`config.mk`:
```
export PLATFORM = sky130hd
export DESIGN_NAME = cc_depuncture_flat
export DESIGN_NICKNAME = d
export VERILOG_FILES = /design/src/rtl/fec_pkg.sv /design/src/rtl/cc_depuncture_if.sv /design/src/rtl/cc_punct_table.sv /design/src/rtl/cc_depuncture.sv /design/src/flat_wrapper.sv
export SDC_FILE = /design/constraint.sdc
export NUM_CORES = 1
export LEC_CHECK = 0
export ABC_AREA = 1
export BUFFER_PORTS_ARGS = -buffer_cell sky130_fd_sc_hd__buf_4
export CAP_MARGIN = 20
export CORE_MARGIN = 1.5
export CORE_UTILIZATION = 32
export DETAILED_ROUTE_END_ITERATION = 10
export HOLD_SLACK_MARGIN = 0.05
export SYNTH_ARGS = -nofsm -noshare
export SYNTH_HDL_FRONTEND = slang
export SYNTH_SLANG_ARGS = --single-unit
```
`constraint.sdc`:
```
create_clock -name clk -period 2 [get_ports clk]
set_clock_uncertainty 0.2 [all_clocks]
set_input_delay 0.2 -clock clk [delete_from_list [all_inputs] [get_ports clk]]
set_output_delay 0.2 -clock clk [all_outputs]
set_load 0.05 [all_outputs]
```
`src/rtl/fec_pkg.sv`:
```
// Shared FEC definitions for the convolutional-code puncturer/depuncturer pair.
// Holds the code-rate encodings, period lengths and per-position X/Y keep masks
// (bit index = pattern position, position 0 transmitted first).
package fec_pkg;

  localparam int unsigned POS_W  = 3;
  localparam int unsigned MASK_W = 1 << POS_W;

  typedef enum logic [1:0] {
    RATE_1_2 = 2'd0,
    RATE_2_3 = 2'd1,
    RATE_3_4 = 2'd2,
    RATE_5_6 = 2'd3
  } cc_rate_e;

  // Next slot to fill within the current pair
  typedef enum logic {
    SLOT_X = 1'b0,
    SLOT_Y = 1'b1
  } slot_e;

  // Puncture period lengths in pairs
  localparam logic [POS_W-1:0] PERIOD_1_2 = 3'd1;
  localparam logic [POS_W-1:0] PERIOD_2_3 = 3'd2;
  localparam logic [POS_W-1:0] PERIOD_3_4 = 3'd3;
  localparam logic [POS_W-1:0] PERIOD_5_6 = 3'd5;

  // Keep masks: 1 = symbol transmitted, 0 = punctured
  localparam logic [MASK_W-1:0] X_MASK_1_2 = 8'b0000_0001;
  localparam logic [MASK_W-1:0] Y_MASK_1_2 = 8'b0000_0001;
  localparam logic [MASK_W-1:0] X_MASK_2_3 = 8'b0000_0001;
  localparam logic [MASK_W-1:0] Y_MASK_2_3 = 8'b0000_0011;
  localparam logic [MASK_W-1:0] X_MASK_3_4 = 8'b0000_0101;
  localparam logic [MASK_W-1:0] Y_MASK_3_4 = 8'b0000_0011;
  localparam logic [MASK_W-1:0] X_MASK_5_6 = 8'b0001_0101;
  localparam logic [MASK_W-1:0] Y_MASK_5_6 = 8'b0000_1011;

  function automatic logic [POS_W-1:0] period_len(input cc_rate_e rate);
    logic [POS_W-1:0] len;
    case (rate)
      RATE_1_2: len = PERIOD_1_2;
      RATE_2_3: len = PERIOD_2_3;
      RATE_3_4: len = PERIOD_3_4;
      default:  len = PERIOD_5_6;
    endcase
    return len;
  endfunction

endpackage

```
`src/rtl/cc_depuncture_if.sv`:
```
// Stream interface for the depuncturer.
//   in_*   : punctured soft-symbol stream (valid/ready), in_sof marks burst start,
//            cc_rate qualifies the burst's code rate (2 bits, see fec_pkg).
//   out_*  : restored rate-1/2 X/Y soft pair with erasure flags (valid/ready).
// slave  = depuncturer view, master = upstream/downstream environment view.
interface cc_depuncture_if #(
  parameter int unsigned w = 3
);
  logic [w-1:0] in_sym;
  logic         in_valid;
  logic         in_sof;
  logic         in_ready;
  logic [1:0]   cc_rate;
  logic [w-1:0] out_x;
  logic [w-1:0] out_y;
  logic         out_x_era;
  logic         out_y_era;
  logic         out_valid;
  logic         out_ready;

  modport slave (
    input  in_sym, in_valid, in_sof, cc_rate, out_ready,
    output in_ready, out_x, out_y, out_x_era, out_y_era, out_valid
  );

  modport master (
    output in_sym, in_valid, in_sof, cc_rate, out_ready,
    input  in_ready, out_x, out_y, out_x_era, out_y_era, out_valid
  );
endinterface

```
`src/rtl/cc_punct_table.sv`:
```
// Combinational puncture-pattern lookup.
//   rate     : code rate
//   pos      : pair position within the puncture period
//   x_keep   : X symbol transmitted at this position
//   y_keep   : Y symbol transmitted at this position
//   last_pos : position is the final one of the period
module cc_punct_table
  import fec_pkg::*;
(
  input  cc_rate_e         rate,
  input  logic [POS_W-1:0] pos,
  output logic             x_keep,
  output logic             y_keep,
  output logic             last_pos
);

  logic [MASK_W-1:0] x_mask;
  logic [MASK_W-1:0] y_mask;

  // Mask selection by rate
  always_comb begin
    x_mask = X_MASK_1_2;
    y_mask = Y_MASK_1_2;
    case (rate)
      RATE_1_2: begin x_mask = X_MASK_1_2; y_mask = Y_MASK_1_2; end
      RATE_2_3: begin x_mask = X_MASK_2_3; y_mask = Y_MASK_2_3; end
      RATE_3_4: begin x_mask = X_MASK_3_4; y_mask = Y_MASK_3_4; end
      default:  begin x_mask = X_MASK_5_6; y_mask = Y_MASK_5_6; end
    endcase
  end

  assign x_keep   = x_mask[pos];
  assign y_keep   = y_mask[pos];
  assign last_pos = (pos == (period_len(rate) - POS_W'(1)));

endmodule

```
`src/rtl/cc_depuncture.sv`:
```
// Convolutional-code depuncturer: rebuilds rate-1/2 X/Y soft pairs from a
// punctured symbol stream, inserting zero-valued erasures in punctured slots.
//   clk, reset : clock, asynchronous active-low reset
//   bus        : cc_depuncture_if.slave (input stream, output pair stream)
// A held X symbol waits in a staging register until its Y arrives; a completed
// pair is written to the output register on the completing edge.
module cc_depuncture
  import fec_pkg::*;
#(
  parameter int unsigned w = 3
) (
  input logic            clk,
  input logic            reset,
  cc_depuncture_if.slave bus
);

  cc_rate_e         rate_q, rate_d;
  logic [POS_W-1:0] pos_q, pos_d;
  slot_e            slot_q, slot_d;
  logic             sof_seen_q, sof_seen_d;
  logic [w-1:0]     stage_x_q, stage_x_d;
  logic             out_valid_q, out_valid_d;
  logic [w-1:0]     out_x_q, out_x_d;
  logic [w-1:0]     out_y_q, out_y_d;
  logic             out_x_era_q, out_x_era_d;
  logic             out_y_era_q, out_y_era_d;

  logic             accept;
  cc_rate_e         eff_rate;
  logic [POS_W-1:0] eff_pos;
  slot_e            eff_slot;
  logic             x_keep;
  logic             y_keep;
  logic             last_pos;

  // Stall only when the output register is full and not being drained
  assign bus.in_ready = !(out_valid_q && !bus.out_ready);
  assign accept       = bus.in_valid && bus.in_ready;

  // A start-of-burst symbol is decoded with its own rate from position 0, slot X
  assign eff_rate = bus.in_sof ? cc_rate_e'(bus.cc_rate) : rate_q;
  assign eff_pos  = bus.in_sof ? '0 : pos_q;
  assign eff_slot = bus.in_sof ? SLOT_X : slot_q;

  cc_punct_table u_table (
    .rate     (eff_rate),
    .pos      (eff_pos),
    .x_keep   (x_keep),
    .y_keep   (y_keep),
    .last_pos (last_pos)
  );

  // Next-state: fill counter, staging and output register
  always_comb begin
    rate_d      = rate_q;
    pos_d       = pos_q;
    slot_d      = slot_q;
    sof_seen_d  = sof_seen_q;
    stage_x_d   = stage_x_q;
    out_valid_d = out_valid_q;
    out_x_d     = out_x_q;
    out_y_d     = out_y_q;
    out_x_era_d = out_x_era_q;
    out_y_era_d = out_y_era_q;

    if (out_valid_q && bus.out_ready) begin
      out_valid_d = 1'b0;
    end

    if (accept) begin
      if (bus.in_sof) begin
        rate_d     = cc_rate_e'(bus.cc_rate);
        sof_seen_d = 1'b1;
      end
      // Pre-sof symbols fall through and are dropped
      if (bus.in_sof || sof_seen_q) begin
        if (eff_slot == SLOT_X && x_keep && y_keep) begin
          stage_x_d = bus.in_sym;
          slot_d    = SLOT_Y;
          pos_d     = eff_pos;
        end else begin
          out_valid_d = 1'b1;
          if (eff_slot == SLOT_Y) begin
            out_x_d     = stage_x_q;
            out_x_era_d = 1'b0;
            out_y_d     = bus.in_sym;
            out_y_era_d = 1'b0;
          end else if (x_keep) begin
            out_x_d     = bus.in_sym;
            out_x_era_d = 1'b0;
            out_y_d     = '0;
            out_y_era_d = 1'b1;
          end else begin
            out_x_d     = '0;
            out_x_era_d = 1'b1;
            out_y_d     = bus.in_sym;
            out_y_era_d = 1'b0;
          end
          slot_d = SLOT_X;
          pos_d  = last_pos ? '0 : eff_pos + POS_W'(1);
        end
      end
    end
  end

  // State register
  always_ff @(posedge clk or negedge reset) begin
    if (!reset) begin
      rate_q      <= RATE_1_2;
      pos_q       <= '0;
      slot_q      <= SLOT_X;
      sof_seen_q  <= 1'b0;
      stage_x_q   <= '0;
      out_valid_q <= 1'b0;
      out_x_q     <= '0;
      out_y_q     <= '0;
      out_x_era_q <= 1'b0;
      out_y_era_q <= 1'b0;
    end else begin
      rate_q      <= rate_d;
      pos_q       <= pos_d;
      slot_q      <= slot_d;
      sof_seen_q  <= sof_seen_d;
      stage_x_q   <= stage_x_d;
      out_valid_q <= out_valid_d;
      out_x_q     <= out_x_d;
      out_y_q     <= out_y_d;
      out_x_era_q <= out_x_era_d;
      out_y_era_q <= out_y_era_d;
    end
  end

  assign bus.out_valid = out_valid_q;
  assign bus.out_x     = out_x_q;
  assign bus.out_y     = out_y_q;
  assign bus.out_x_era = out_x_era_q;
  assign bus.out_y_era = out_y_era_q;

endmodule

```
`src/flat_wrapper.sv`:
```
// flat-port wrapper written by rule: the top's interface ports become plain ports
module cc_depuncture_flat import fec_pkg::*;
#(
  parameter int unsigned w = 3
)
  (clk, reset, bus_in_sym, bus_in_valid, bus_in_sof, bus_cc_rate, bus_out_ready, bus_in_ready, bus_out_x, bus_out_y, bus_out_x_era, bus_out_y_era, bus_out_valid);
  cc_depuncture_if #(.w(w)) bus_i ();
  input logic clk;
  input logic reset;
  input wire logic [$bits(bus_i.in_sym)-1:0] bus_in_sym;
  input wire logic [$bits(bus_i.in_valid)-1:0] bus_in_valid;
  input wire logic [$bits(bus_i.in_sof)-1:0] bus_in_sof;
  input wire logic [$bits(bus_i.cc_rate)-1:0] bus_cc_rate;
  input wire logic [$bits(bus_i.out_ready)-1:0] bus_out_ready;
  output wire logic [$bits(bus_i.in_ready)-1:0] bus_in_ready;
  output wire logic [$bits(bus_i.out_x)-1:0] bus_out_x;
  output wire logic [$bits(bus_i.out_y)-1:0] bus_out_y;
  output wire logic [$bits(bus_i.out_x_era)-1:0] bus_out_x_era;
  output wire logic [$bits(bus_i.out_y_era)-1:0] bus_out_y_era;
  output wire logic [$bits(bus_i.out_valid)-1:0] bus_out_valid;
  assign bus_i.in_sym = bus_in_sym;
  assign bus_i.in_valid = bus_in_valid;
  assign bus_i.in_sof = bus_in_sof;
  assign bus_i.cc_rate = bus_cc_rate;
  assign bus_i.out_ready = bus_out_ready;
  assign bus_in_ready = bus_i.in_ready;
  assign bus_out_x = bus_i.out_x;
  assign bus_out_y = bus_i.out_y;
  assign bus_out_x_era = bus_i.out_x_era;
  assign bus_out_y_era = bus_i.out_y_era;
  assign bus_out_valid = bus_i.out_valid;
  cc_depuncture #(.w(w)) u_core (.clk(clk), .reset(reset), .bus(bus_i));
endmodule
```
==> run summary <==
Status = complete, no violations
IO Pins = 20
TNS Setup = 0 ns
Lkg Pwr = 0.766 nW
Largest family of logic cells by synthesized area = simple AND/OR/NAND/NOR gates
Grt total ovfl = 0
Detail Route Antenna Nets = 0
Final max-slew violation count = 0
Sw Share = 47.9%
Fmax = 605 MHz
Layout Cells excl Fill = 213
Simple-gate area share of the yosys netlist = 44.4%
CTS root buffer = clkbuf_4
Max-Cap Viols = 0
Post-cts sizing count = 0
Initial Util = 34.0%
Final period utilization = 82.7%
Most used DFF post-synth = dfrtp_1
Synth Area in Compound Gates = 3.08%
I/O Buffers = 19
Multiplexer area fraction after synthesis = 0%
Die area = 3650 um^2
Die Width = 60.4 um
Cell Pwr Density = 1240 nW/um^2
Post-placement cell count = 204
Yosys top cell area share = 45.0%
Synth top area cells = dfrtp_1 45%, nand2_1 23%, nand3_1 5.7%
Hold Path Depth = 4
Placer Congestion = 0.859
Final Hold Viols = 0
Iteration count of the initial detailed-routing pass = 4
Max IR drop VDD = 0.410 mV
# diodes = 0
Synth cell types = 18
Via Count = 947
Area grow syn2layout = 26.9%
Die Ht = 60.4 um
Maximum fanout along the worst path = 10
Synth Register Bits = 19
Nets = 181
Max_slew headroom = 78.7%
R2R cell count = 9
Drt initial violations = 22
Core area = 3100 um^2
CTS tree = yes
Cell Area, Synth = 1060 um^2
Antenna violations before repair = 0
# DRC = 0
Top cells by count, synth = 64 x nand2_1, 19 x dfrtp_1, 13 x inv_1
RSZ-0062 raised after global routing = no
Final min period = 1.65 ns
Int Power = 0.000867 W
Layout cells sized above 1 = 24.3%
H-tree depth = 1
Synthesized Nets = 152
Xor/xnor share of the synthesized area = 0.829%
Combinational share of power = 52.4%
Num rows = 20
Post-synth top area cell = dfrtp_1
Required @ worst endpoint = 1.99 ns
Most common cell in the synthesized netlist = nand2_1
Vias in the first global route = 905
# clock sinks = 19
CTS Buffer Depth = 2
Num CTS Buffers = 3
Setup Buffers After CTS = 0
Post-Synth Adder-Cell Area = 1.18%
Clock share of power = 11.4%
Setup CP Type = input port to register
GRT Util Overall = 13.3%
Mean Syn Cell Area = 7.49 um^2
Worst setup SP type = input port
CP Capture Type = register
Ys Warns = 0
Drt total wl = 2.18 mm
Skew-Pair Late Insertion Delay = 0.29 ns
Psw = 0.000797 W
CTS Hold Bufs = 5
Sequential element share of the synthesized area = 45.0%
Total power draw = 0.00166 W
First-pass GRT wire length = 3.63 mm
Post-Syn Instances = 141
EDFF count, synth = 0
Reg clk slew, reported paths = 0.10 ns
Worst hold-check path type = input port to register
Via density = 4.45
Synth async-reset ratio = 100%
Average wire per standard cell = 10.2 um
Worst path arrival time = 1.65 ns
Least-Margin Pin Slew = 0.319 ns
Hpwl dp = 1.76 mm
Largest net degree at the start of global routing = 20
Final setup viols = 0
Reg power frac = 36.2%
[metal layers]
| metal | part of all wire, % | GRT usage, % |
|---|---|---|
| met4 | 1.2 | 5.59 |
| met2 | 51 | 23.9 |
| met1 | 45 | 15.1 |
| met5 | 0 | 0 |
| met3 | 2.5 | 3.20 |
[worst paths after layout]
check | from | end | slack, ns
min in group asynchronous | reset | u_core.bus.out_y[0] | 0.10
worst max-delay path | bus_out_ready | u_core.bus.out_x[2] | 0.35
worst min-delay path | bus_in_valid | u_core.rate_q[0] | 0.05
worst min register to register | u_core.bus.out_y[2] | u_core.bus.out_y[2] | 0.28
worst max register to register | u_core.pos_q[1] | u_core.bus.out_x[2] | 0.37
max in group asynchronous | reset | u_core.bus.out_x[1] | 1.30
[metrics by stage]
stage / hold slack, ns / utilization, % / setup WS (ns) / instance area [um^2]
2_1_floorplan: -0.296 / - / 0.0870 / 1060
3_3_place_gp: -0.119 / 40.7 / 0.432 / 1260
3_5_place_dp: -0.114 / 40.7 / 0.368 / 1260
4_1_cts: 0.0530 / 43.2 / 0.334 / 1340
5_1_grt: 0.113 / 43.2 / 0.178 / 1340
6_report: 0.0497 / 43.2 / 0.346 / 1340
[worst max-delay path, cell delays in order]
cell           delay (ns)
dlygate4sd3_1        0.53
buf_4                0.10
inv_1                0.05
nand2_4              0.06
nand2_1              0.10
nor2_1               0.18
buf_4                0.21
nand2_4              0.10
nand2_1              0.07
nand2_1              0.05
[sequential cells by signal (all words and copies together), names as in the netlist]
name and flops:
u_core.bus.out_x_era 1, u_core.stage_x_q 3, u_core.sof_seen_q 1, u_core.bus.out_y_era 1, u_core.bus.out_valid 1, u_core.pos_q 3, u_core.bus.out_x 3, u_core.rate_q 2
u_core.slot_q 1, u_core.bus.out_y 3
[placed cells by master, fill, tap and decap left out]
cell	instances
xnor2_1	1
clkbuf_1	1
nand2_1	63
a21boi_0	1
inv_1	13
nand3_1	12
nand4_4	1
clkbuf_4	3
ha_1	1
or2_2	1
buf_4	20
nand2_2	8
nor2_1	7
inv_2	1
dfrtp_1	19
dlygate4sd3_1	5
nor2_4	3
nand2_4	2
a21oi_1	3
nand3_2	2
o21ai_0	2
[logic make-up (layout without fill, tap and decap cells)]
family | after synthesis | after routing
AOI/OAI and AO/OA | 6 | 6
and+or+nand+nor | 99 | 99
adders and majority gates | 1 | 1
DFF | 19 | 19
xor gates and xnor gates | 1 | 1
buffers and inverters | 15 | 43
[power by group through the flow]
stage          registers (W)  clock network, W  logic (W)
4_1_cts             0.000602          0.000198   0.000882
3_5_place_dp        0.000610                 0   0.000873
2_1_floorplan       0.000869                 0   0.000368
3_3_place_gp        0.000609                 0   0.000861
6_report            0.000602          0.000190   0.000872
5_1_grt             0.000617          0.000213   0.000955
[layout make-up]
cell class                      count  area [um^2]
Timing Repair Buffer               25          200
Tap cell                           44         55.1
Multi-Input combinational cell    107          531
Fill cell                         343         1760
Sequential cell                    19          475
Inverter                           14         52.6
Clock buffer                        4         26.3
No activity file was read; power rests on OpenSTA's default activity.
